<file path="src/rtl/buff_uart_tx_arbiter.sv">
// Purpose : round-robin arbiter that hands the UART transmit FIFO to one requester for a whole burst.
// Latency : req in IDLE -> grant and first write the next cycle; two dead cycles (RELEASE, IDLE) between bursts.
// Backpr. : tx_fifo_not_full low stalls the burst in place (no write, no ack, grant held, no timeout).
//
// Ports:
//   clock, resetn          - single clock, synchronous active-low reset
//   req, burst_len         - per-requester level request and word count (slice i at i*len_width)
//   req_data               - per-requester current word (slice i at i*width)
//   grant, word_ack        - one-hot ownership / per-word accept pulse (next word due next cycle)
//   uart_address, uart_write_enable, uart_data, tx_fifo_not_full - UART transmit FIFO side
//   busy, bursts_done      - not-IDLE flag and wrapping count of completed bursts
module buff_uart_tx_arbiter #(
  parameter int width          = 8,
  parameter int address_width  = 4,
  parameter int tx_address     = 1,
  parameter int num_requesters = 4,
  parameter int len_width      = 4
) (
  input  logic                                clock,
  input  logic                                resetn,
  input  logic [num_requesters-1:0]           req,
  input  logic [num_requesters*len_width-1:0] burst_len,
  input  logic [num_requesters*width-1:0]     req_data,
  output logic [num_requesters-1:0]           grant,
  output logic [num_requesters-1:0]           word_ack,
  output logic [address_width-1:0]            uart_address,
  output logic                                uart_write_enable,
  output logic [width-1:0]                    uart_data,
  input  logic                                tx_fifo_not_full,
  output logic                                busy,
  output logic [15:0]                         bursts_done
);

  localparam int iw = (num_requesters > 1) ? $clog2(num_requesters) : 1;

  localparam logic [1:0] IDLE    = 2'd0;
  localparam logic [1:0] SEND    = 2'd1;
  localparam logic [1:0] RELEASE = 2'd2;

  logic [1:0]           state;
  logic [iw-1:0]        grant_idx;
  logic [iw-1:0]        ptr;
  logic [len_width-1:0] remaining;

  logic [len_width-1:0] len_arr  [num_requesters];
  logic [width-1:0]     data_arr [num_requesters];
  logic [num_requesters-1:0] elig;

  logic          pick_vld;
  logic [iw-1:0] pick_idx;
  logic [iw-1:0] cand;
  int            pick_j;
  logic          in_send;

  for (genvar i = 0; i < num_requesters; i++) begin : g_slice
    assign len_arr[i]  = burst_len[i*len_width +: len_width];
    assign data_arr[i] = req_data[i*width +: width];
    // A zero-length request would never complete, so it is simply not a candidate.
    assign elig[i]     = req[i] && (len_arr[i] != '0);
  end

  // Scan from the priority pointer upward with wrap. Iterating from the far end
  // downward lets the closest eligible index overwrite the others.
  always_comb begin
    pick_vld = 1'b0;
    pick_idx = '0;
    pick_j   = 0;
    cand     = '0;
    for (int k = num_requesters - 1; k >= 0; k--) begin
      pick_j = int'(ptr) + k;
      if (pick_j >= num_requesters) pick_j = pick_j - num_requesters;
      cand = iw'(pick_j);
      if (elig[cand]) begin
        pick_vld = 1'b1;
        pick_idx = cand;
      end
    end
  end

  assign in_send = (state == SEND);

  // Dropping req mid-burst suppresses the write in that same cycle (abort).
  assign uart_write_enable = in_send && tx_fifo_not_full && req[grant_idx];
  assign uart_data         = in_send ? data_arr[grant_idx] : '0;
  assign word_ack          = uart_write_enable ? grant : '0;
  assign uart_address      = in_send ? address_width'(tx_address) : '0;
  assign busy              = (state != IDLE);

  always_ff @(posedge clock) begin
    if (!resetn) begin
      state       <= IDLE;
      grant       <= '0;
      grant_idx   <= '0;
      remaining   <= '0;
      ptr         <= '0;
      bursts_done <= '0;
    end else begin
      case (state)
        IDLE: begin
          if (pick_vld) begin
            state     <= SEND;
            grant     <= num_requesters'(1) << pick_idx;
            grant_idx <= pick_idx;
            // Length is captured here; later changes to burst_len are ignored.
            remaining <= len_arr[pick_idx];
          end
        end
        SEND: begin
          if (!req[grant_idx]) begin
            state <= RELEASE;
            grant <= '0;
          end else if (uart_write_enable) begin
            remaining <= remaining - 1'b1;
            if (remaining == len_width'(1)) begin
              bursts_done <= bursts_done + 16'd1;
              state       <= RELEASE;
              grant       <= '0;
            end
          end
        end
        RELEASE: begin
          state <= IDLE;
          ptr   <= (grant_idx == iw'(num_requesters - 1)) ? '0 : grant_idx + iw'(1);
        end
        default: begin
          state <= IDLE;
          grant <= '0;
        end
      endcase
    end
  end

endmodule

</file>
<file path="config.mk">
export PLATFORM = sky130hd
export DESIGN_NAME = buff_uart_tx_arbiter
export DESIGN_NICKNAME = d
export VERILOG_FILES = /design/src/rtl/buff_uart_tx_arbiter.sv
export SDC_FILE = /design/constraint.sdc
export NUM_CORES = 1
export LEC_CHECK = 0
export CAP_MARGIN = 20
export CORE_MARGIN = 2
export CORE_UTILIZATION = 25
export CTS_BUF_LIST = sky130_fd_sc_hd__clkbuf_8
export CTS_CLUSTER_DIAMETER = 40
export DETAILED_ROUTE_END_ITERATION = 8
export SYNTH_ARGS = -nofsm -noshare
export SYNTH_HDL_FRONTEND = slang
export SYNTH_SLANG_ARGS = --single-unit
</file>
<file path="constraint.sdc">
create_clock -name clock -period 2.6 [get_ports clock]
set_input_delay 0.52 -clock clock [delete_from_list [all_inputs] [get_ports clock]]
set_output_delay 0.52 -clock clock [all_outputs]
set_load 0.02 [all_outputs]
</file>
Word level (Yosys, flattened, before mapping)
Index checks and enable logic that the tools add are counted.

storage, ports and cells
  word-level logic and storage cells = 104
  bits in registers = 30
  output and inout port bits = 38
  input bits = 55

cells by class
  equality and inequality tests = 9
  order comparisons = 11
  reductions and logical operators = 18
  add/subtract/negate cells = 10
  multiplexer cells = 46
  shifts and indexed selects = 1
  bitwise operators = 3

operator list
  operator                                                               number
  4-bit 2-to-1 mux                                                       10
  2-bit 2-to-1 mux                                                       13
  8-bit 2-to-1 mux                                                       3
  16-bit by 1-bit adder with 16-bit output (second input constant)       1
  8-bit binary-select mux with 2-bit select                              1
  4-bit nonzero test                                                     4
  3-bit greater-or-equal comparator (second input constant)              5
  2-bit by 3-bit < comparator with 1-bit output (second input constant)  5
  4-bit case mux with 3 select lines                                     1
  4-bit AND reduction                                                    3
  1-bit binary-select mux with 2-bit select                              5
  1-bit 2-to-1 mux                                                       10
  4-bit binary-select mux with 2-bit select                              1
  4-bit case mux with 2 select lines                                     1
  2-bit by 1-bit subtractor with 2-bit output (second input constant)    4
  2-bit by 2-bit adder with 3-bit output (second input constant)         2
  1-bit logical AND                                                      6
  2-bit NOT with 3-bit output                                            2
  2-bit == test (second input constant)                                  2
  4-bit by 1-bit == test with 1-bit output (second input constant)       1
  2-bit != test (second input constant)                                  2
  2-bit case mux with 2 select lines                                     1
  2-bit nonzero test                                                     2
  1-bit by 2-bit << shifter with 4-bit output (first input constant)     1
  other kinds (12)                                                       12

Logic depth before layout (Yosys ltp)
Gate-level depths: netlist of run 1.

  depth after elaboration = 15
  depth in mapped cells = 9
  depth with buffers taken out = 8

Least setup slack after synthesis of run 1
Ideal clock, no wire load.

  path kind = input to register
  from = in burst_len[0]
  to = reg remaining[1]
  setup slack = 0.193 ns
  cell stages on the path = 6
  buffers on the path = 0
  library setup time = 0.122 ns
  arrival = 2.285 ns
  cells stage by stage = o41ai_2 mux2i_2 a221oi_4 mux2i_1 o22ai_1 o311a_1

on the way
  cells in the longest elaborated chain, start to end = 14
  elaborated cells between the ends (all ways) = 26

ends and longest elaborated chain
  item                                                  line  source
  start, declared                                       22    input logic [num_requesters*len_width-1:0] burst_len,
  4-bit nonzero test (*)                                59    assign elig[i] = req[i] && (len_arr[i] != '0);
  1-bit logical AND (*)                                 59
  1-bit binary-select mux with 2-bit select             73    if (elig[cand]) begin
  1-bit 2-to-1 mux (implied by the code)                73
  2-bit 2-to-1 mux (4 in series)                        73
  2-bit NOT with 3-bit output (implied by the code)     105   remaining <= len_arr[pick_idx];
  4-bit binary-select mux with 2-bit select             105
  4-bit 2-to-1 mux (implied by the code) (2 in series)  105
  4-bit 2-to-1 mux                                      100   if (pick_vld) begin
  4-bit case mux with 2 select lines                    98    case (state)
  end signal, assigned                                  105
  end signal, assigned                                  113   remaining <= remaining - 1'b1;
  end, declared                                         43    logic [len_width-1:0] remaining;

Every way passes the cells marked *; elsewhere a longest branch is shown, timed or not. The select of a mux whose other input is x is not followed.
A chain may end at the register's enable or synchronous reset.

Worst setup path in the final report of run 1
  from = in req[0]
  to = out word_ack[1]

on the way
  cells in the longest elaborated chain, start to end = 4

ends and longest elaborated chain
  item                                       line  source
  start, declared                            21    input logic [num_requesters-1:0] req,
  1-bit binary-select mux with 2-bit select  83    assign uart_write_enable = in_send && tx_fifo_not_full && req[grant_idx];
  1-bit 2-to-1 mux (implied by the code)     83
  1-bit logical AND                          83
  4-bit 2-to-1 mux                           85    assign word_ack = uart_write_enable ? grant : '0;
  end, declared                              25    output logic [num_requesters-1:0] word_ack,

No other way between the ends. The select of a mux whose other input is x is not followed.

==> summary.md, run 1 <==
| Metric | Value |
|---|---|
| Die X | `92.08 um` |
| Status | `completed` |
| Final Max Tran Viols | `0` |
| Site Rows | `32` |
| DP Area | `3186 sq um` |
| Worst Path Required | `2.08 ns` |
| Register bit total from synthesis | `30` |
| Crit start category | `primary input` |
| Peak supply drop | `0.0002695 V` |
| Total track usage | `14.30%` |
| Register area | `600.6 sq um` |
| Setup Slack @ Placement | `-0.4101 ns` |
| Hold Worst Slack | `0.4718 ns` |
| LEAKAGE | `1.397 nW` |
| Top Usage Layer GRT | `met2` |
| Max cap viols | `0` |
| WL/cell | `13.95 um` |
| CP Max Fanout | `6` |
| TritonCTS clock tree | `done` |
| Sw Pwr | `0.4284 mW` |
| Synth cell count leaders | `dfxtp_1 (30), nor2_1 (30), and2_1 (13)` |
| Final nets | `393` |
| Register area share after synthesis | `30.97%` |
| Ys Warns | `0` |
| Critical path endpoint category | `primary output` |
| Final setup vio count | `0` |
| Area of the multi-input gates | `1306 sq um` |
| Via count | `2040` |
| Setup TNS | `0 ns` |
| Worst-path clk slew | `0.06 ns` |
| Post-route cell area | `3311 sq um` |
| Drt initial violations | `67` |
| H-Tree Level Count | `2` |
| Starting density of the core | `25.49%` |
| Global routing usage on met2 | `24.33%` |
| RSZ-0062 raised after global routing | `false` |
| GPL Wtd Cong | `0.7395` |
| DRT Pass-1 Iters | `4` |
| Vias in the first global route | `2057` |
| Die area | `8478 sq um` |
| Detailed placement HPWL | `4679 um` |
| Vias per inst | `4.679` |
| Post-synth EDFFs | `0` |
| P_int | `0.9558 mW` |
| Final worst path period share | `98.33%` |
| Max frequency | `391.1 MHz` |
| Min-Delay Path Class | `reg2reg` |
| Clock sinks | `30` |
| Initial antenna violation count | `0` |
| Total clock buffers created by CTS | `5` |
| Clock power share | `24.8%` |
| Grt ovf | `0` |
| Endpoints failing hold | `0` |
| Number of remaining DRC errors | `0` |
| WP data arrival | `2.04 ns` |
| Synth top area cells | `dfxtp_1 (31%), mux4_2 (10%), nor2_1 (5.8%)` |
| Hold-fix buffers, CTS | `0` |
| Critical path class | `in2out` |
| Final WL | `6081 um` |
| Routed Antenna Nets | `0` |
| Top cell type's share of synthesized area | `30.97%` |
| Layout overhead on the synthesized area | `70.71%` |
| Post-synthesis async set-or-reset flop share | `0%` |
| IO Pins | `93` |
| Syn Inst Count | `209` |
| Met1 Usage GRT | `17.69%` |
| Comb pwr share | `37.9%` |
| Share of cells above drive strength 1 | `20.36%` |
| Final setup margin | `0.04330 ns` |
| First-pass GRT wire length | `9818 um` |
| Fill cells | `774` |
| Clock Path Buffers | `2` |
| Core ar. | `7607 sq um` |
| Syn Area/Cell | `9.279 sq um` |
| Die height | `92.08 um` |
| IO Port Bufs | `89` |
| Skew-Pair Late Insertion Delay | `0.28 ns` |
| Synth Flop Type | `dfxtp_1` |
| Power Dens Cells | `418.1 nW/um^2` |
| Worst reg2reg setup slack | `0.61 ns` |
| Final min period | `2.557 ns` |
| Switching part of the total | `30.95%` |
| Sequential Power Share | `37.3%` |
| Routing usage on met3 | `3.862%` |
| N_diodes | `0` |
| Largest net degree at the start of global routing | `28` |
| Final Skew | `0.006138 ns` |
| Area leader, netlist | `dfxtp_1` |
| Cell area after synthesis | `1939 sq um` |
| Unique masters post-synth | `47` |
| Clk Tree Root Cell | `clkbuf_8` |
==> worst paths after layout <==
kind,to,start,depth (start not counted)
max,word_ack[1],req[0],5
min,ptr[0]$_SDFFE_PN0N_,ptr[0]$_SDFFE_PN0N_,2
max reg2reg,bursts_done[15]$_SDFFE_PN0P_,remaining[0]$_SDFFE_PN0P_,7
min reg2reg,ptr[0]$_SDFFE_PN0N_,ptr[0]$_SDFFE_PN0N_,2
==> critical path, stage by stage <==
cell	delay [ns]
clkdlybuf4s50_1	0.44
mux4_2	0.52
and3_4	0.23
and2_1	0.17
buf_2	0.16
==> what timing repair did <==
item	in CTS	in global routing
buffers inserted	1	0
resized for setup	26	12
endpoints found under the setup margin	16	8
gates cloned	0	0
pin swaps	2	4
==> per-stage QoR <==
step / cells / total power, mW / utilization, %
global placement: 428 / 1.040 / 41.88
finish: 436 / 1.384 / 43.52
CTS: 436 / 1.393 / 42.78
detailed placement: 428 / 1.045 / 41.88
floorplan: 211 / 0.7880 / -
global route: 436 / 1.470 / 43.52
==> sequential cells by signal, indices dropped and copies added, names as in the netlist <==
name         count
grant            4
state            2
ptr              2
remaining        4
grant_idx        2
bursts_done     16
==> power groups by stage <==
stage               clock (mW)  combinational (mW)  sequential [mW]
floorplan                    0               0.265            0.523
global placement             0               0.517            0.523
detailed placement           0               0.521            0.524
CTS                      0.356               0.522            0.515
global route             0.378               0.571            0.521
finish                   0.343               0.524            0.516
==> layout by cell type (no fill, tap or decap), drive strengths merged, types with 2 or more instances in the layout <==
cell,n
ha,4
xor2,9
dlymetal6s2s,7
nand2,12
dlygate4sd2,6
nor3,5
mux2i,8
a21oi,6
o41ai,4
buf,42
and2,13
inv,7
o21ai,3
mux4,9
conb,3
nand4,3
nand3b,2
nand2b,2
o22ai,3
clkdlybuf4s50,72
a41oi,2
nand3,9
mux2,3
a22oi,4
nor2,30
clkbuf,5
and3,6
xnor2,7
dfxtp,30
a21boi,2
==> logic make-up (layout without fill, tap and decap cells) <==
kind of cell    after synthesis  count (layout)  share of synthesized area [%]
mux                          20              20                          16.52
other cells                   1               3                         0.1934
simple gates                 87              87                          22.26
compound gates               34              34                          16.13
fa+ha+maj                     4               4                          2.581
buf+inv                      17             140                          4.129
flops                        30              30                          30.97
xor+xnor                     16              16                          7.226
==> area by class of cell <==
cell class	instances	share of cell area, %
Inverter	6	0.6803
Clock inverter	2	0.2268
Sequential cell	30	18.14
Timing Repair Buffer	127	35.56
Tap cell	102	3.855
Clock buffer	5	2.079
Multi-Input combinational cell	164	39.46
==> layer usage <==
metal  share of wire [%]  vias to the layer above
li1                    -                     1003
met1                  44                      974
met2                  49                       56
met3                 6.0                        7
met4                 1.0                        0
met5                   0                        -
(Power assumes the default switching activity.)
==> run 2, diff against run 1 <==
Settings changed: MAX_ROUTING_LAYER set to met4, SETUP_SLACK_MARGIN set to 0.2.
Clock period 2.6 ns to 3.2 ns, I/O delays scaled along.
==> run 2 against run 1 <==
Final area down 5.6%. Register-to-register slack improved by 0.42 ns. Total power decreased by 18%. Critical path depth stayed put. First-iteration DRC count rose by 3.0%. Global-route usage fell by 0.47 points. Critical path type unchanged.
==> summary.md, run 2 (same netlist as run 1, synthesis figures left out) <==
| Metric | Value |
|---|---|
| Status | `completed (unchanged)` |
| Max cap viols | `0 (unchanged)` |
| DRT Pass-1 Iters | `4 (unchanged)` |
| IO Pins | `93 (unchanged)` |
| Worst-path clk slew | `0.07 ns (was 0.06 ns)` |
| Worst reg2reg setup slack | `1.03 ns (was 0.61 ns)` |
| Starting density of the core | `25.49% (unchanged)` |
| Via count | `1898 (was 2040)` |
| Comb pwr share | `35.2% (was 37.9%)` |
| Final min period | `2.975 ns` |
| Hold-fix buffers, CTS | `0 (unchanged)` |
| Sequential Power Share | `37.0% (was 37.3%)` |
| Die area | `8478 sq um (unchanged)` |
| Largest net degree at the start of global routing | `26 (was 28)` |
| Final nets | `372 (was 393)` |
| Critical path endpoint category | `primary output (unchanged)` |
| Met1 Usage GRT | `17.18% (was 17.69%)` |
| Most frequent cells in the layout | `clkdlybuf4s50_1 (84), nor2_1 (30), dfxtp_1 (30) (was clkdlybuf4s50_1 (72), buf_4 (36), nor2_1 (30), dfxtp_1 (30), and2_1 (13))` |
| Final worst path period share | `92.96%` |
| Min-Delay Path Class | `reg2reg (unchanged)` |
| Final Max Tran Viols | `0 (unchanged)` |
| Hold Path Stages | `2 (unchanged)` |
| Fill cells | `772 (was 774)` |
| Worst R2R End | `bursts_done[14]$_SDFFE_PN0P_ (was bursts_done[15]$_SDFFE_PN0P_)` |
| Total clock buffers created by CTS | `5 (unchanged)` |
| Hold Worst Slack | `0.5023 ns (was 0.4718 ns)` |
| Site Rows | `32 (unchanged)` |
| RSZ-0062 raised after global routing | `false (unchanged)` |
| Critical path class | `in2out (unchanged)` |
| Setup Slack @ Placement | `-0.02664 ns (was -0.4101 ns)` |
| Setup bufs post-CTS | `0 (was 1)` |
| Top Usage Layer GRT | `met2 (unchanged)` |
| Total track usage | `13.83% (was 14.30%)` |
| Peak supply drop | `0.0002073 V (was 0.0002695 V)` |
| Crit start category | `primary input (unchanged)` |
| Worst r2r path cells | `7 (unchanged)` |
| Switching part of the total | `30.62% (was 30.95%)` |
| Vias per inst | `4.563 (was 4.679)` |
| Worst Path Required | `2.56 ns (was 2.08 ns)` |
| First-pass GRT wire length | `9142 um (was 9818 um)` |
| Global routing usage on met2 | `22.37% (was 24.33%)` |
| Clock Path Buffers | `2 (unchanged)` |
| Routing usage on met3 | `3.780% (was 3.862%)` |
| Sw Pwr | `0.3455 mW (was 0.4284 mW)` |
| Routed Antenna Nets | `0 (unchanged)` |
| Final setup margin | `0.2252 ns (was 0.04330 ns)` |
| Clk Tree Root Cell | `clkbuf_8 (unchanged)` |
| Final Skew | `0.01105 ns (was 0.006138 ns)` |
| Max frequency | `336.2 MHz` |
| CP Max Fanout | `5 (was 6)` |
| Die height | `92.08 um (unchanged)` |
| Drt initial violations | `69 (was 67)` |
| Most common cell after layout, fill and taps aside | `clkdlybuf4s50_1 (unchanged)` |
| Largest Register | `bursts_done (unchanged)` |
| Clock power share | `27.8% (was 24.8%)` |
| TritonCTS clock tree | `done (unchanged)` |
| H-Tree Level Count | `2 (unchanged)` |
| Largest registers | `bursts_done (16), grant (4), remaining (4) (unchanged)` |
| Vias in the first global route | `1882 (was 2057)` |
| Fin util | `41.09% (was 43.52%)` |
| Grt ovf | `0 (unchanged)` |
| WP data arrival | `2.33 ns (was 2.04 ns)` |
| Min-delay src | `ptr[0]$_SDFFE_PN0N_ (unchanged)` |
| IO Port Bufs | `89 (unchanged)` |
| GPL Wtd Cong | `0.7910 (was 0.7395)` |
| Power Dens Cells | `361.0 nW/um^2 (was 418.1 nW/um^2)` |
| FF-to-FF Start | `remaining[0]$_SDFFE_PN0P_ (unchanged)` |
| Min-Delay Endpoint | `ptr[0]$_SDFFE_PN0N_ (unchanged)` |
| Max FFs per register | `16 (unchanged)` |
| Total power | `1.128 mW (was 1.384 mW)` |
| WL/cell | `13.87 um (was 13.95 um)` |
| N_diodes | `0 (unchanged)` |
| Number of remaining DRC errors | `0 (unchanged)` |
| Endpoints failing hold | `0 (unchanged)` |
| Clock sinks | `30 (unchanged)` |
| LEAKAGE | `1.190 nW (was 1.397 nW)` |
| Skew-Pair Late Insertion Delay | `0.28 ns (about the same)` |
| Initial antenna violation count | `0 (unchanged)` |
| Core ar. | `7607 sq um (unchanged)` |
| Die X | `92.08 um (unchanged)` |
| P_int | `0.7829 mW (was 0.9558 mW)` |
| Share of cells above drive strength 1 | `13.69% (was 20.36%)` |
| Setup TNS | `0 ns (unchanged)` |
| Layout overhead on the synthesized area | `61.16% (was 70.71%)` |
| Final WL | `5770 um (was 6081 um)` |
| Detailed placement HPWL | `4580 um (was 4679 um)` |
| Final setup vio count | `0 (unchanged)` |
run 2: changes by cell type in the layout (fill, tap and decap cells not counted), moves of 2 or more:
| cell | delta |
|---|---|
| dlymetal6s2s_1 | -7 |
| o41ai_4 | -2 |
| o41ai_2 | +2 |
| buf_4 | -19 |
| clkdlybuf4s50_1 | +12 |
| buf_2 | -4 |
run 2: per-layer routing:
metal  vias up  wire length, um
met4         0               74
met5         -                0
li1        963                -
met3         8              339
met1       871             2638
met2        56             2717
run 2: how the worst max path moves through the flow:
stage / to / startpoint / slack [ns]
2_1_floorplan: remaining[1]$_SDFFE_PN0P_ / burst_len[0] / 0.67
3_3_place_gp: word_ack[1] / req[3] / -0.05
3_5_place_dp: word_ack[1] / req[3] / -0.03
4_1_cts: word_ack[1] / req[3] / 0.24
5_1_grt: word_ack[1] / req[1] / 0.21
6_report: word_ack[1] / req[1] / 0.23
run 2: power by group through the flow:
stage / sequential (mW) / clock [mW] / combinational, mW
CTS: 0.418 / 0.324 / 0.401
finish: 0.417 / 0.314 / 0.397
detailed placement: 0.426 / 0 / 0.398
global placement: 0.426 / 0 / 0.397
floorplan: 0.425 / 0 / 0.216
global route: 0.421 / 0.340 / 0.430
run 2: critical path: stages:
cell and delay (ns):
clkdlybuf4s50_1 0.45, mux4_2 0.52, and3_4 0.23, and2_1 0.17, dlygate4sd2_1 0.32
run 2: area by class of cell:
class / instances / area (sq um) / share of cell area, %
well taps: 102 / 127.6 / 4.083
clock buffers: 6 / 82.58 / 2.642
flip-flops and latches: 30 / 600.6 / 19.22
inverters: 6 / 22.52 / 0.7206
clock inverters: 2 / 8.758 / 0.2802
repair buffers: 106 / 1012 / 32.39
multi-input cells: 164 / 1271 / 40.67
run 2: repair_timing:
item                                   CTS  global route
endpoints found under the hold margin    0             0
setup endpoints to repair                5             0
gates resized for setup                  7             0
run 2: per-stage QoR:
stage          instance area (sq um)  cells
2_1_floorplan                   1947    211
3_3_place_gp                    3035    408
3_5_place_dp                    3035    408
4_1_cts                         3126    416
5_1_grt                         3126    416
6_report                        3126    416
